**src/rtl/cache_lookup_engine.sv**
```systemverilog
// Sequential key search over a memory_block read port: one entry per cycle, early exit on hit,
// lowest free slot reported on a miss. Optional macro: LOOKUP_TTL_EXPIRE_EN (TTL==0 means expired).
module cache_lookup_engine #(
    parameter int NUM_ENTRIES = 16,
    parameter int KEY_WIDTH   = 64,
    parameter int VALUE_WIDTH = 64,
    parameter int TTL_WIDTH   = 32,
    parameter int ADDR_WIDTH  = (NUM_ENTRIES > 1) ? $clog2(NUM_ENTRIES) : 1
) (
    input  logic                   clk,
    input  logic                   rst_n,
    input  logic                   req_valid,
    output logic                   req_ready,
    input  logic [KEY_WIDTH-1:0]   req_key,
    output logic [ADDR_WIDTH-1:0]  mem_read_addr,
    input  logic [KEY_WIDTH-1:0]   mem_key,
    input  logic [VALUE_WIDTH-1:0] mem_value,
    input  logic [TTL_WIDTH-1:0]   mem_ttl,
    input  logic                   mem_valid,
    output logic                   resp_valid,
    input  logic                   resp_ready,
    output logic                   resp_hit,
    output logic [ADDR_WIDTH-1:0]  resp_idx,
    output logic [VALUE_WIDTH-1:0] resp_value,
    output logic [TTL_WIDTH-1:0]   resp_ttl,
    output logic                   resp_free_valid,
    output logic [ADDR_WIDTH-1:0]  resp_free_idx,
    output logic                   busy
);

    typedef enum logic [1:0] {IDLE, SCAN, DONE} state_t;

    localparam logic [ADDR_WIDTH-1:0] LAST = ADDR_WIDTH'(NUM_ENTRIES - 1);

    state_t                 state, state_next;
    logic [KEY_WIDTH-1:0]   key_q;
    logic [ADDR_WIDTH-1:0]  scan_addr;
    logic [ADDR_WIDTH-1:0]  free_idx;
    logic                   free_found;
    logic                   match;
    logic                   slot_free;
    logic                   last;

`ifdef LOOKUP_TTL_EXPIRE_EN
    logic expired;
    assign expired   = mem_valid && (mem_ttl == '0);
    assign slot_free = !mem_valid || expired;
    assign match     = mem_valid && !expired && (mem_key == key_q);
`else
    assign slot_free = !mem_valid;
    assign match     = mem_valid && (mem_key == key_q);
`endif

    assign last          = (scan_addr == LAST);
    assign req_ready     = (state == IDLE);
    assign busy          = !req_ready;
    assign resp_valid    = (state == DONE);
    // Read port parks at 0 outside a scan so the memory sees a quiet address
    assign mem_read_addr = (state == SCAN) ? scan_addr : '0;

    always_ff @(posedge clk or negedge rst_n) begin
        if (!rst_n) state <= IDLE;
        else        state <= state_next;
    end

    always_comb begin
        state_next = state;
        case (state)
            IDLE:    if (req_valid) state_next = SCAN;
            SCAN:    if (match || last) state_next = DONE;
            DONE:    if (resp_ready) state_next = IDLE;
            default: state_next = IDLE;
        endcase
    end

    always_ff @(posedge clk or negedge rst_n) begin
        if (!rst_n) begin
            key_q           <= '0;
            scan_addr       <= '0;
            free_idx        <= '0;
            free_found      <= 1'b0;
            resp_hit        <= 1'b0;
            resp_idx        <= '0;
            resp_value      <= '0;
            resp_ttl        <= '0;
            resp_free_valid <= 1'b0;
            resp_free_idx   <= '0;
        end else begin
            case (state)
                IDLE: begin
                    if (req_valid) begin
                        key_q      <= req_key;
                        scan_addr  <= '0;
                        free_idx   <= '0;
                        free_found <= 1'b0;
                    end
                end
                SCAN: begin
                    if (match) begin
                        resp_hit        <= 1'b1;
                        resp_idx        <= scan_addr;
                        resp_value      <= mem_value;
                        resp_ttl        <= mem_ttl;
                        resp_free_valid <= 1'b0;
                        resp_free_idx   <= '0;
                    end else begin
                        if (slot_free && !free_found) begin
                            free_found <= 1'b1;
                            free_idx   <= scan_addr;
                        end
                        if (last) begin
                            // The final entry's free status is folded in directly: the tracker
                            // update above lands on the same edge.
                            resp_hit        <= 1'b0;
                            resp_idx        <= '0;
                            resp_value      <= '0;
                            resp_ttl        <= '0;
                            resp_free_valid <= free_found || slot_free;
                            resp_free_idx   <= free_found ? free_idx :
                                               (slot_free ? scan_addr : '0);
                        end else begin
                            scan_addr <= scan_addr + 1'b1;
                        end
                    end
                end
                DONE: begin
                    if (resp_ready) begin
                        scan_addr       <= '0;
                        resp_hit        <= 1'b0;
                        resp_idx        <= '0;
                        resp_value      <= '0;
                        resp_ttl        <= '0;
                        resp_free_valid <= 1'b0;
                        resp_free_idx   <= '0;
                    end
                end
                default: ;
            endcase
        end
    end

endmodule

```
**config.mk**
```make
export PLATFORM = sky130hd
export DESIGN_NAME = cache_lookup_engine
export DESIGN_NICKNAME = d
export VERILOG_FILES = /design/src/rtl/cache_lookup_engine.sv
export SDC_FILE = /design/constraint.sdc
export NUM_CORES = 1
export LEC_CHECK = 0
export CAP_MARGIN = 20
export CORE_ASPECT_RATIO = 2
export CORE_MARGIN = 5
export CORE_UTILIZATION = 46
export CTS_CLUSTER_SIZE = 8
export DETAILED_ROUTE_END_ITERATION = 7
export HOLD_SLACK_MARGIN = 0.15
export PLACE_DENSITY_LB_ADDON = 0.05
export SLEW_MARGIN = 20
export SYNTH_ARGS = -nofsm -noshare
export SYNTH_HDL_FRONTEND = slang
export SYNTH_SLANG_ARGS = --single-unit
export TNS_END_PERCENT = 30
```
**constraint.sdc**
```tcl
create_clock -name clk -period 3.2 [get_ports clk]
set_input_delay 0.32 -clock clk [delete_from_list [all_inputs] [get_ports clk]]
set_output_delay 0.32 -clock clk [all_outputs]
set_load 0.05 [all_outputs]
```
==> flow_metrics.py <==
metrics = {
    "timing": {
        "final_hold_viol_count": 0,
        "worst_pin_slew_ns": 0.701,
        "finalCritPeriodShare_pct": 84.7,
        "max_freq_ghz": 0.369,
        "clock_skew_ns": 0.0105,
        "slew_headroom_pct": 53.3,
        "rsz0062_at_grt": "false",
        "tns_ns": 0,
        "setup_viol": 0,
        "timing.final.ws_setup_ns": 0.489,
        "period_needed_ns": 2.71,
        "final_max_slew_viol_count": 0,
    },
    "critical_path": {
        "slowest_stage": "nor4_1",
        "crit_buf_inv": 2,
        "crit_top_cell": "buf_4",
        "critPathArrivalTime_ns": 3.00,
        "path_class": "reg -> reg",
        "critPathRequiredTime_ns": 3.49,
        "worst_path_largest_cell_delay_ns": 0.60,
        "cp_max_fo": 45,
        "crit_path_end_kind": "register",
        "startpoint_type": "register",
        "crit_family": "simple AND/OR/NAND/NOR gates",
        "crit_chain": "xnor2_1 > nand4_1 > nor4_1 > buf_4 > and4_1 > and3_4 > buf_4 > o21ai_0",
    },
    "final_layout": {
        "num-fill-cells": 1330,
        "final_layout_size_suffix_gt1_share_pct": 10.2,
        "area_delta_synth_final_pct": 52.8,
        "nets": 1330,
        "seqCellArea_sq_um": 4530,
        "multi_input_area_sq_um": 3180,
    },
    "synth": {
        "syn_inst": 772,
        "synth_seq_area_share_pct": 56.9,
        "ys_warn_count": 0,
        "synth_seq_cells": 181,
        "syn_area_per_cell_sq_um": 10.3,
        "synth.distinct_cells": 40,
        "syn_area_sq_um": 7960,
        "synth_fp_nets": 1002,
    },
    "routing": {
        "via_per_inst": 5.07,
        "drtAntennaViolNets": 0,
        "route.final.wire_length_mm": 23.1,
        "drcViolationCount": 0,
        "dr_total_vias": 6722,
        "dr.pass1.iters": 5,
        "post_drt_wl_per_cell_microns": 17.4,
        "drtIter0Drc": 138,
    },
    "clock_network": {
        "cts_root_buffer": "clkbuf_16",
        "clk_latency_ns": 0.43,
        "cts.sinks": 181,
        "post_cts_buffers": 0,
        "cts_tree": "built",
        "cts_made_buffers": 17,
        "h-tree-depth": 4,
        "clkSlewWorstSetupHoldPaths_ns": 0.07,
        "clock_path_buffers": 2,
    },
    "floorplan": {
        "rows": 68,
        "die-width_microns": 103,
        "die_y_microns": 196,
        "coreArea_sq_um": 17200,
        "io-pin-count": 342,
        "start_util_pct": 46.3,
        "dieArea_sq_um": 20200,
    },
    "pwr": {
        "ir_drop_v": 0.000514,
        "p_comb_share_pct": 29.9,
        "power.leakage_nw": 4.94,
        "swShare_pct": 32.2,
        "powerDensity_nw_per_um2": 611,
        "switchingPower_mw": 2.39,
        "p_seq_share_pct": 43.0,
        "fin_total_pwr_mw": 7.43,
        "power.share.clock_pct": 27.1,
        "p_int_mw": 5.04,
    },
    "placed_design": {
        "preCtsSetupSlack_ns": 0.0649,
        "place_congestion": 0.783,
        "portBuffers": 341,
        "dpl.hpwl_mm": 17.8,
    },
    "grt": {
        "antenna_found_initial": 3,
        "track_usage_pct": 23.2,
        "grt_first_pass_wirelength_mm": 35.8,
        "grt-ovfl-total": 0,
        "grt_max_degree": 79,
        "first_global_vias": 6925,
    },
    "min_path": {
        "hp-class": "in -> async",
    },
    "run": {
        "maxCapViolCount": 0,
    },
    "status": {
        "status": "completed",
    },
}
## final timing paths
path / slack [ns] / from / cells after the start / end
hold reg to reg: 0.51 / resp_value[60] / 2 / resp_value[60]
max in group asynchronous: 1.93 / rst_n / 3 / key_q[45]
min in group clk: 0.42 / mem_value[56] / 3 / resp_value[56]
hold / removal: 0.42 / rst_n / 2 / resp_ttl[10]
setup reg to reg: 0.49 / key_q[62] / 8 / resp_value[47]
setup / recovery: 0.49 / key_q[62] / 8 / resp_value[47]
## cells in the mapped netlist, drive strengths merged
cell       n  area [sq um]
nor3b      1          7.51
a2111oi    1          15.0
nand4     10          62.6
nor3       5          25.0
inv       10          37.5
o21ai    106           531
o211ai     1          7.51
nand3b     5          37.5
a21o       1          7.51
and2       7          43.8
xnor2     45           394
mux2      64           721
buf       19           131
nand4b     1          8.76
and3       1          6.26
mux2i      1          10.0
clkbuf    26          98.8
nand2    213           800
nand2b     3          18.8
o221ai     1          8.76
nand3      4          20.0
xor2       2          17.5
or2        1          6.26
nor4       2          12.5
o32ai      1          8.76
o31ai      4          30.0
nor2       9          33.8
o22ai      5          31.3
a21oi      6          30.0
a22oi      3          22.5
ha         1          12.5
nor2b     24           150
a2111o     6          67.6
and4       2          17.5
dfrtp    181          4530
## state kept, by name, summed over array words and instances, names as in the netlist, 2 cells and up
register	flops
free_idx	4
resp_idx	4
resp_value	64
key_q	64
resp_ttl	32
scan_addr	4
state	2
resp_free_idx	4
## layer usage
layer  wire (microns)  part of all wire (%)  up-vias  global-route usage, %
li1                 -                     -     3241                      -
met1             8020                    35     3169                   24.8
met2            12200                    53      260                   40.5
met3             1870                   8.1       52                   7.01
met4              991                   4.3        0                   11.0
met5                0                     0        -                      0
## timing repair
item	CTS	global route
hold buffers	1	0
gates resized for setup	0	0
endpoints found under the hold margin	55	0
endpoints found under the setup margin	0	0
## kinds of logic (layout without fill, tap and decap cells)
logic type,Yosys count,count (layout),synth area share [%]
xor gates and xnor gates,47,47,5.17
DFF,181,181,56.9
and+or+nand+nor,288,288,15.7
AOI/OAI and AO/OA,135,135,9.54
other,0,3,0
muxes,65,65,9.18
buffers and inverters,55,396,3.36
adders and majority gates,1,1,0.157
## through the flow
step	instances	utilization (%)	hold WS [ns]	instance area [sq um]
after detailed placement	1290	67.4	0.330	11600
after floorplan	772	-	0.0244	7960
after global routing	1326	70.8	0.414	12200
after CTS	1323	70.7	0.399	12200
final	1326	70.8	0.419	12200
after global placement	1290	67.4	0.334	11600
## power by group through the flow
| stage | combinational, mW | sequential [mW] | clock (mW) |
|---|---|---|---|
| CTS | 2.25 | 3.20 | 2.09 |
| global placement | 2.20 | 3.22 | 0 |
| detailed placement | 2.25 | 3.25 | 0 |
| finish | 2.22 | 3.20 | 2.01 |
| global route | 2.43 | 3.27 | 2.17 |
| floorplan | 1.43 | 3.20 | 0 |
## layout by cell type, fill, tap and decap left out, types with 6 or more instances in the layout
cell             synthesis  routed
clkbuf_16                0      17
and2_1                   7       6
nor2b_1                 24      24
inv_1                   10      10
buf_4                    1       7
a2111o_1                 6       6
xnor2_1                 45      45
mux2_2                  64      64
o21ai_1                 36      36
o21ai_0                 70      70
nor2_1                   9       9
clkdlybuf4s50_1          0     340
nand4_1                 10      10
dfrtp_1                181     181
inv_8                    0       6
nand2_1                213     213
## layout make-up
cell class,count,area share [%]
Antenna cell,3,0.0617
Clock buffer,17,3.50
Clock inverter,15,1.16
Inverter,10,0.309
Multi-Input combinational cell,536,26.2
Sequential cell,181,37.2
Tap cell,210,2.16
Timing Repair Buffer,354,29.4
Note: power is estimated with default switching activity, not from simulation.
